### src/rtl/ctrl_pkg.sv
// rtl/ctrl_pkg.sv - shared encodings for the multicycle control unit
// Purpose: state enum, op/cmd encodings, ALU control and datapath mux-select constants.
// Ports: none (package).
package ctrl_pkg;

  typedef enum logic [3:0] {
    FETCH     = 4'd0,
    DECODE    = 4'd1,
    MEM_ADR   = 4'd2,
    MEM_READ  = 4'd3,
    MEM_WB    = 4'd4,
    MEM_WRITE = 4'd5,
    EXEC_R    = 4'd6,
    EXEC_I    = 4'd7,
    ALU_WB    = 4'd8,
    BRANCH    = 4'd9
  } state_t;

  // instruction classes
  localparam logic [1:0] OP_DP  = 2'b00;
  localparam logic [1:0] OP_MEM = 2'b01;
  localparam logic [1:0] OP_BR  = 2'b10;
  localparam logic [1:0] OP_ILL = 2'b11;

  // data-processing commands
  localparam logic [3:0] CMD_AND = 4'b0000;
  localparam logic [3:0] CMD_SUB = 4'b0010;
  localparam logic [3:0] CMD_ADD = 4'b0100;
  localparam logic [3:0] CMD_CMP = 4'b1010;
  localparam logic [3:0] CMD_ORR = 4'b1100;

  // alu_control
  localparam logic [1:0] ALU_ADD = 2'b00;
  localparam logic [1:0] ALU_SUB = 2'b01;
  localparam logic [1:0] ALU_AND = 2'b10;
  localparam logic [1:0] ALU_ORR = 2'b11;

  // alu_src_b
  localparam logic [1:0] SRCB_REG  = 2'b00;
  localparam logic [1:0] SRCB_IMM  = 2'b01;
  localparam logic [1:0] SRCB_FOUR = 2'b10;

  // result_src
  localparam logic [1:0] RES_ALUOUT = 2'b00;
  localparam logic [1:0] RES_DATA   = 2'b01;
  localparam logic [1:0] RES_ALU    = 2'b10;

endpackage

### src/rtl/alu_decoder.sv
// rtl/alu_decoder.sv - data-processing cmd/S to ALU control and flag request
// Purpose: combinational map shared by the multicycle and single-cycle control units.
// Ports: cmd (funct[4:1]), s (funct[0]) in; alu_control, flag_write, no_write out.
module alu_decoder
  import ctrl_pkg::*;
(
  input  logic [3:0] cmd,
  input  logic       s,
  output logic [1:0] alu_control,
  output logic       flag_write,
  output logic       no_write
);

  always_comb begin
    alu_control = ALU_ADD;
    unique case (cmd)
      CMD_ADD: alu_control = ALU_ADD;
      CMD_SUB: alu_control = ALU_SUB;
      CMD_AND: alu_control = ALU_AND;
      CMD_ORR: alu_control = ALU_ORR;
      CMD_CMP: alu_control = ALU_SUB;
      default: alu_control = ALU_ADD;
    endcase
  end

  // compare always sets flags and never writes its destination
  assign flag_write = s | (cmd == CMD_CMP);
  assign no_write   = (cmd == CMD_CMP);

endmodule

### src/rtl/multi_cycle_control_fsm.sv
// rtl/multi_cycle_control_fsm.sv - multicycle processor main control FSM
// Purpose: sequences each instruction FETCH -> DECODE -> exec/mem/writeback and drives
//   datapath selects plus raw (ungated) write requests to the conditional-logic unit.
// Ports: clk, reset (sync, active-high), op, funct, rd_is_pc, mem_ready in;
//   ir_write, pc_write, pc_src, reg_write, mem_write, flag_write, no_write, adr_src,
//   alu_src_a, alu_src_b, result_src, alu_control, state_o out.
module multi_cycle_control_fsm
  import ctrl_pkg::*;
#(
  parameter int OP_W       = 2,
  parameter int FUNCT_W    = 6,
  parameter int ALU_CTRL_W = 2
) (
  input  logic                  clk,
  input  logic                  reset,
  input  logic [OP_W-1:0]       op,
  input  logic [FUNCT_W-1:0]    funct,
  input  logic                  rd_is_pc,
  input  logic                  mem_ready,
  output logic                  ir_write,
  output logic                  pc_write,
  output logic                  pc_src,
  output logic                  reg_write,
  output logic                  mem_write,
  output logic                  flag_write,
  output logic                  no_write,
  output logic                  adr_src,
  output logic                  alu_src_a,
  output logic [1:0]            alu_src_b,
  output logic [1:0]            result_src,
  output logic [ALU_CTRL_W-1:0] alu_control,
  output logic [3:0]            state_o
);

  state_t     state;
  state_t     next_state;
  logic [1:0] dec_alu_control;
  logic       dec_flag_write;
  logic       dec_no_write;
  logic [1:0] alu_ctrl_int;

  alu_decoder u_alu_decoder (
    .cmd         (funct[4:1]),
    .s           (funct[0]),
    .alu_control (dec_alu_control),
    .flag_write  (dec_flag_write),
    .no_write    (dec_no_write)
  );

  always_ff @(posedge clk) begin
    if (reset) state <= FETCH;
    else       state <= next_state;
  end

  always_comb begin
    next_state   = state;
    ir_write     = 1'b0;
    pc_write     = 1'b0;
    pc_src       = 1'b0;
    reg_write    = 1'b0;
    mem_write    = 1'b0;
    flag_write   = 1'b0;
    no_write     = 1'b0;
    adr_src      = 1'b0;
    alu_src_a    = 1'b1;
    alu_src_b    = SRCB_FOUR;
    result_src   = RES_ALU;
    alu_ctrl_int = ALU_ADD;

    unique case (state)
      FETCH: begin
        ir_write = mem_ready;
        pc_write = mem_ready;
        if (mem_ready) next_state = DECODE;
      end
      DECODE: begin
        unique case (op)
          OP_DP:   next_state = funct[5] ? EXEC_I : EXEC_R;
          OP_MEM:  next_state = MEM_ADR;
          OP_BR:   next_state = BRANCH;
          default: next_state = FETCH;
        endcase
      end
      EXEC_R, EXEC_I: begin
        alu_src_a    = 1'b0;
        alu_src_b    = (state == EXEC_I) ? SRCB_IMM : SRCB_REG;
        alu_ctrl_int = dec_alu_control;
        flag_write   = dec_flag_write;
        next_state   = ALU_WB;
      end
      ALU_WB: begin
        result_src = RES_ALUOUT;
        reg_write  = 1'b1;
        no_write   = dec_no_write;
        pc_src     = rd_is_pc;
        next_state = FETCH;
      end
      MEM_ADR: begin
        alu_src_a  = 1'b0;
        alu_src_b  = SRCB_IMM;
        next_state = funct[0] ? MEM_READ : MEM_WRITE;
      end
      MEM_READ: begin
        adr_src = 1'b1;
        if (mem_ready) next_state = MEM_WB;
      end
      MEM_WB: begin
        result_src = RES_DATA;
        reg_write  = 1'b1;
        pc_src     = rd_is_pc;
        next_state = FETCH;
      end
      MEM_WRITE: begin
        adr_src   = 1'b1;
        mem_write = mem_ready;
        if (mem_ready) next_state = FETCH;
      end
      BRANCH: begin
        alu_src_a  = 1'b0;
        alu_src_b  = SRCB_IMM;
        pc_src     = 1'b1;
        next_state = FETCH;
      end
      default: next_state = FETCH;
    endcase

    // reset abandons the instruction in flight: no writes leave this cycle
    if (reset) begin
      ir_write     = 1'b0;
      pc_write     = 1'b0;
      pc_src       = 1'b0;
      reg_write    = 1'b0;
      mem_write    = 1'b0;
      flag_write   = 1'b0;
      no_write     = 1'b0;
      adr_src      = 1'b0;
      alu_src_a    = 1'b1;
      alu_src_b    = SRCB_FOUR;
      result_src   = RES_ALU;
      alu_ctrl_int = ALU_ADD;
    end
  end

  assign alu_control = ALU_CTRL_W'(alu_ctrl_int);
  assign state_o     = state;

endmodule

### config.mk
export PLATFORM = sky130hd
export DESIGN_NAME = multi_cycle_control_fsm
export DESIGN_NICKNAME = d
export VERILOG_FILES = /design/src/rtl/ctrl_pkg.sv /design/src/rtl/alu_decoder.sv /design/src/rtl/multi_cycle_control_fsm.sv
export SDC_FILE = /design/constraint.sdc
export NUM_CORES = 1
export LEC_CHECK = 0
export CORE_AREA = 4 4 41 43
export DETAILED_ROUTE_END_ITERATION = 10
export DIE_AREA = 0 0 45 47
export PLACE_DENSITY = 0.79
export SLEW_MARGIN = 5
export SYNTH_ARGS = -nofsm -noshare
export SYNTH_HDL_FRONTEND = slang
export SYNTH_SLANG_ARGS = --single-unit
### constraint.sdc
create_clock -name clk -period 4.92 [get_ports clk]
set_input_delay 1.23 -clock clk [delete_from_list [all_inputs] [get_ports clk]]
set_output_delay 1.23 -clock clk [all_outputs]
set_load 0.005 [all_outputs]
==> metrics.yaml, run 1 <==
placement:
  io_buffers: 30
  place_inst: 103
  place_hpwl_um: 988
  placed_area_um2: 758
  place.gp.congestion: 0.811
  post-place-ws_ps: 677
cts:
  tritoncts: "built"
  post_cts_buffers: 0
  ctsLongestPathBuffers: 2
  numCtsBuffers: 3
  insertion_delay_ps: 230
  cts-root-buf: "clkbuf_4"
  clk_pin_slew_worst_paths_ps: 40
  clock_sinks: 4
  cts_hold_buf: 0
  cts.htree.levels: 1
  ctsResizeCount: 0
cells_and_area:
  final_cell_mix: "clkdlybuf4s50_1, nor2_1, dfxtp_1"
  regArea_um2: 80.1
  final_cell_area_um2: 781
  fin_nets: 105
  mostFrequentLayoutCell: "clkdlybuf4s50_1"
  n_fill_cell: 125
  syn2layout_area_growth_pct: 60.4
  n_antenna_cell: 0
  final_core_util: 0.600
  largest_register_ffs: 4
  drive_above_1_share: 0.0879
  multi_input_area_um2: 352
  instances_no_fill: 106
power_and_ir_drop:
  total_power_uw: 126
  powerDensity_nw_per_um2: 161
  irDropWorstVdd_uv: 205
  power.leakage_nw: 0.275
global_routing:
  antenna_found_initial: 0
  gr-total-overflow: 0
  use_met3: 0.0805
  grt_pass1_wl_mm: 1.98
  grt_max_degree: 19
  grt_busiest_layer: "met2"
  grt_pass1_vias: 473
  gr-usage-all-layers: 0.132
  met1_usage: 0.156
  grtUsageMet2: 0.201
timing:
  clock_skew_ps: 1.73
  relSlewSlack: 0.588
  hold_slack_ps: 638
  setup_ws_ps: 674
  maxSlewViolCount: 0
  finalSetupViolations: 0
  worst_pin_slew_ps: 618
  max_freq_mhz: 236
  finalCritPeriodShare: 0.863
  setup_tns_ps: 0
  hold_viol: 0
  period_needed_ps: 4250
  rsz0062_at_grt: "no"
die:
  initial_core_util: 0.374
  die_h_um: 47
  die-width_um: 45
  dieArea_um2: 2120
  placeableCoreArea_um2: 1300
  ios: 31
  rows: 13
synth:
  yosys-top-cells-area: "dfxtp_1, nor2_1, buf_2"
  synthArstFlopShare: 0
  yosys.area.top_type: "dfxtp_1"
  synth_cells: 66
  synth_seq_area_share: 0.165
  avgSynthCellArea_um2: 7.37
  synth_warnings: 0
  synthDistinctLibCells: 33
  syn-cell-area_um2: 487
  synth_ff_type: "dfxtp_1"
  synth_edf_count: 0
  synth_seq_cells: 4
  syn_nets: 78
  yosys.area.top_type_share: 0.165
critical_path:
  worst_setup_path_start_kind: "input port"
  cp-end-kind: "output pin"
  crit_arrival_ps: 3020
  critPathMaxFanout: 8
  crit_type: "in2out"
  cp.required_ps: 3690
routing:
  drc: 0
  drtIter0Drc: 13
  wire_per_inst_um: 12.3
  routed_wl_mm: 1.30
  dr_total_vias: 568
  ant_nets: 0
  vias_per_cell: 5.36
  drtPass1Iterations: 4
job:
  drv_cap: 0
hold_path:
  min_path_type: "reg2reg"
outcome:
  run_status: "finished, final reports clean"
[power breakdown]
group	switching, mW	internal, mW
combinational	0.0159	0.0264
clock	0.0140	0.0273
sequential	0.00780	0.0346
total	0.0377	0.0883
[synth_stat cells (2+ instances only)]
library cell and instances:
nor2_1 8, buf_2 5, dfxtp_1 4, a21oi_1 3, and3_1 3, buf_4 3
nand2_1 3, nand2b_1 3, nor2b_1 3, nor3_1 3, o21ai_1 3, nand4b_1 2
o22ai_1 2, xor2_1 2
[logic make-up after synthesis]
family | Yosys count | share of synthesized area
AO/OA/AOI/OAI | 14 | 0.195
XOR/XNOR | 3 | 0.0540
buffers and inverters | 10 | 0.113
flip-flops | 4 | 0.165
multiplexers | 2 | 0.0437
AND/OR/NAND/NOR | 33 | 0.429
[routing by layer]
layer / share of wire / wire length [um]
met4: 0 / 0
met5: 0 / 0
met1: 0.44 / 576
met2: 0.44 / 576
met3: 0.11 / 148
[area by class of cell]
cell class	instances	area share
Multi-Input combinational cell	52	0.450
Timing Repair Buffer	30	0.385
Sequential cell	4	0.103
Clock buffer	3	0.0288
Tap cell	15	0.0240
Inverter	2	0.00962
[worst paths after layout]
check                           slack [ps]  depth (start not counted)             end       start
worst max register to register        3620                          3      state_o[3]  state_o[1]
worst max-delay path                   670                          5  alu_control[1]       reset
worst min-delay path                   640                          1      state_o[3]  state_o[3]
worst min register to register         640                          1      state_o[3]  state_o[3]
[critical path, cell delays in order]
cell             delay [ps]
clkdlybuf4s50_1         560
nor2_1                  320
nand4b_1                160
nor3_1                  220
clkdlybuf4s50_1         530
(Power assumes the default switching activity.)
==> inputs of run 2 (changes only) <==
--- a/config.mk
+++ b/config.mk
@@ -5,6 +5,7 @@
 export SDC_FILE = /design/constraint.sdc
 export NUM_CORES = 1
 export LEC_CHECK = 0
+export ABC_CLOCK_PERIOD_IN_PS = 4920
 export CORE_AREA = 4 4 41 43
 export DETAILED_ROUTE_END_ITERATION = 10
 export DIE_AREA = 0 0 45 47
==> results of run 2 <==
Final layout, timing and power as in run 1 (identical DEF).
==> inputs of run 3 (changes only) <==
--- a/config.mk
+++ b/config.mk
@@ -7,6 +7,7 @@
 export LEC_CHECK = 0
 export ABC_CLOCK_PERIOD_IN_PS = 4920
 export CORE_AREA = 4 4 41 43
+export CTS_CLUSTER_DIAMETER = 50
 export DETAILED_ROUTE_END_ITERATION = 10
 export DIE_AREA = 0 0 45 47
 export PLACE_DENSITY = 0.79
==> results of run 3 <==
Final layout, timing and power as in run 1 (identical DEF).
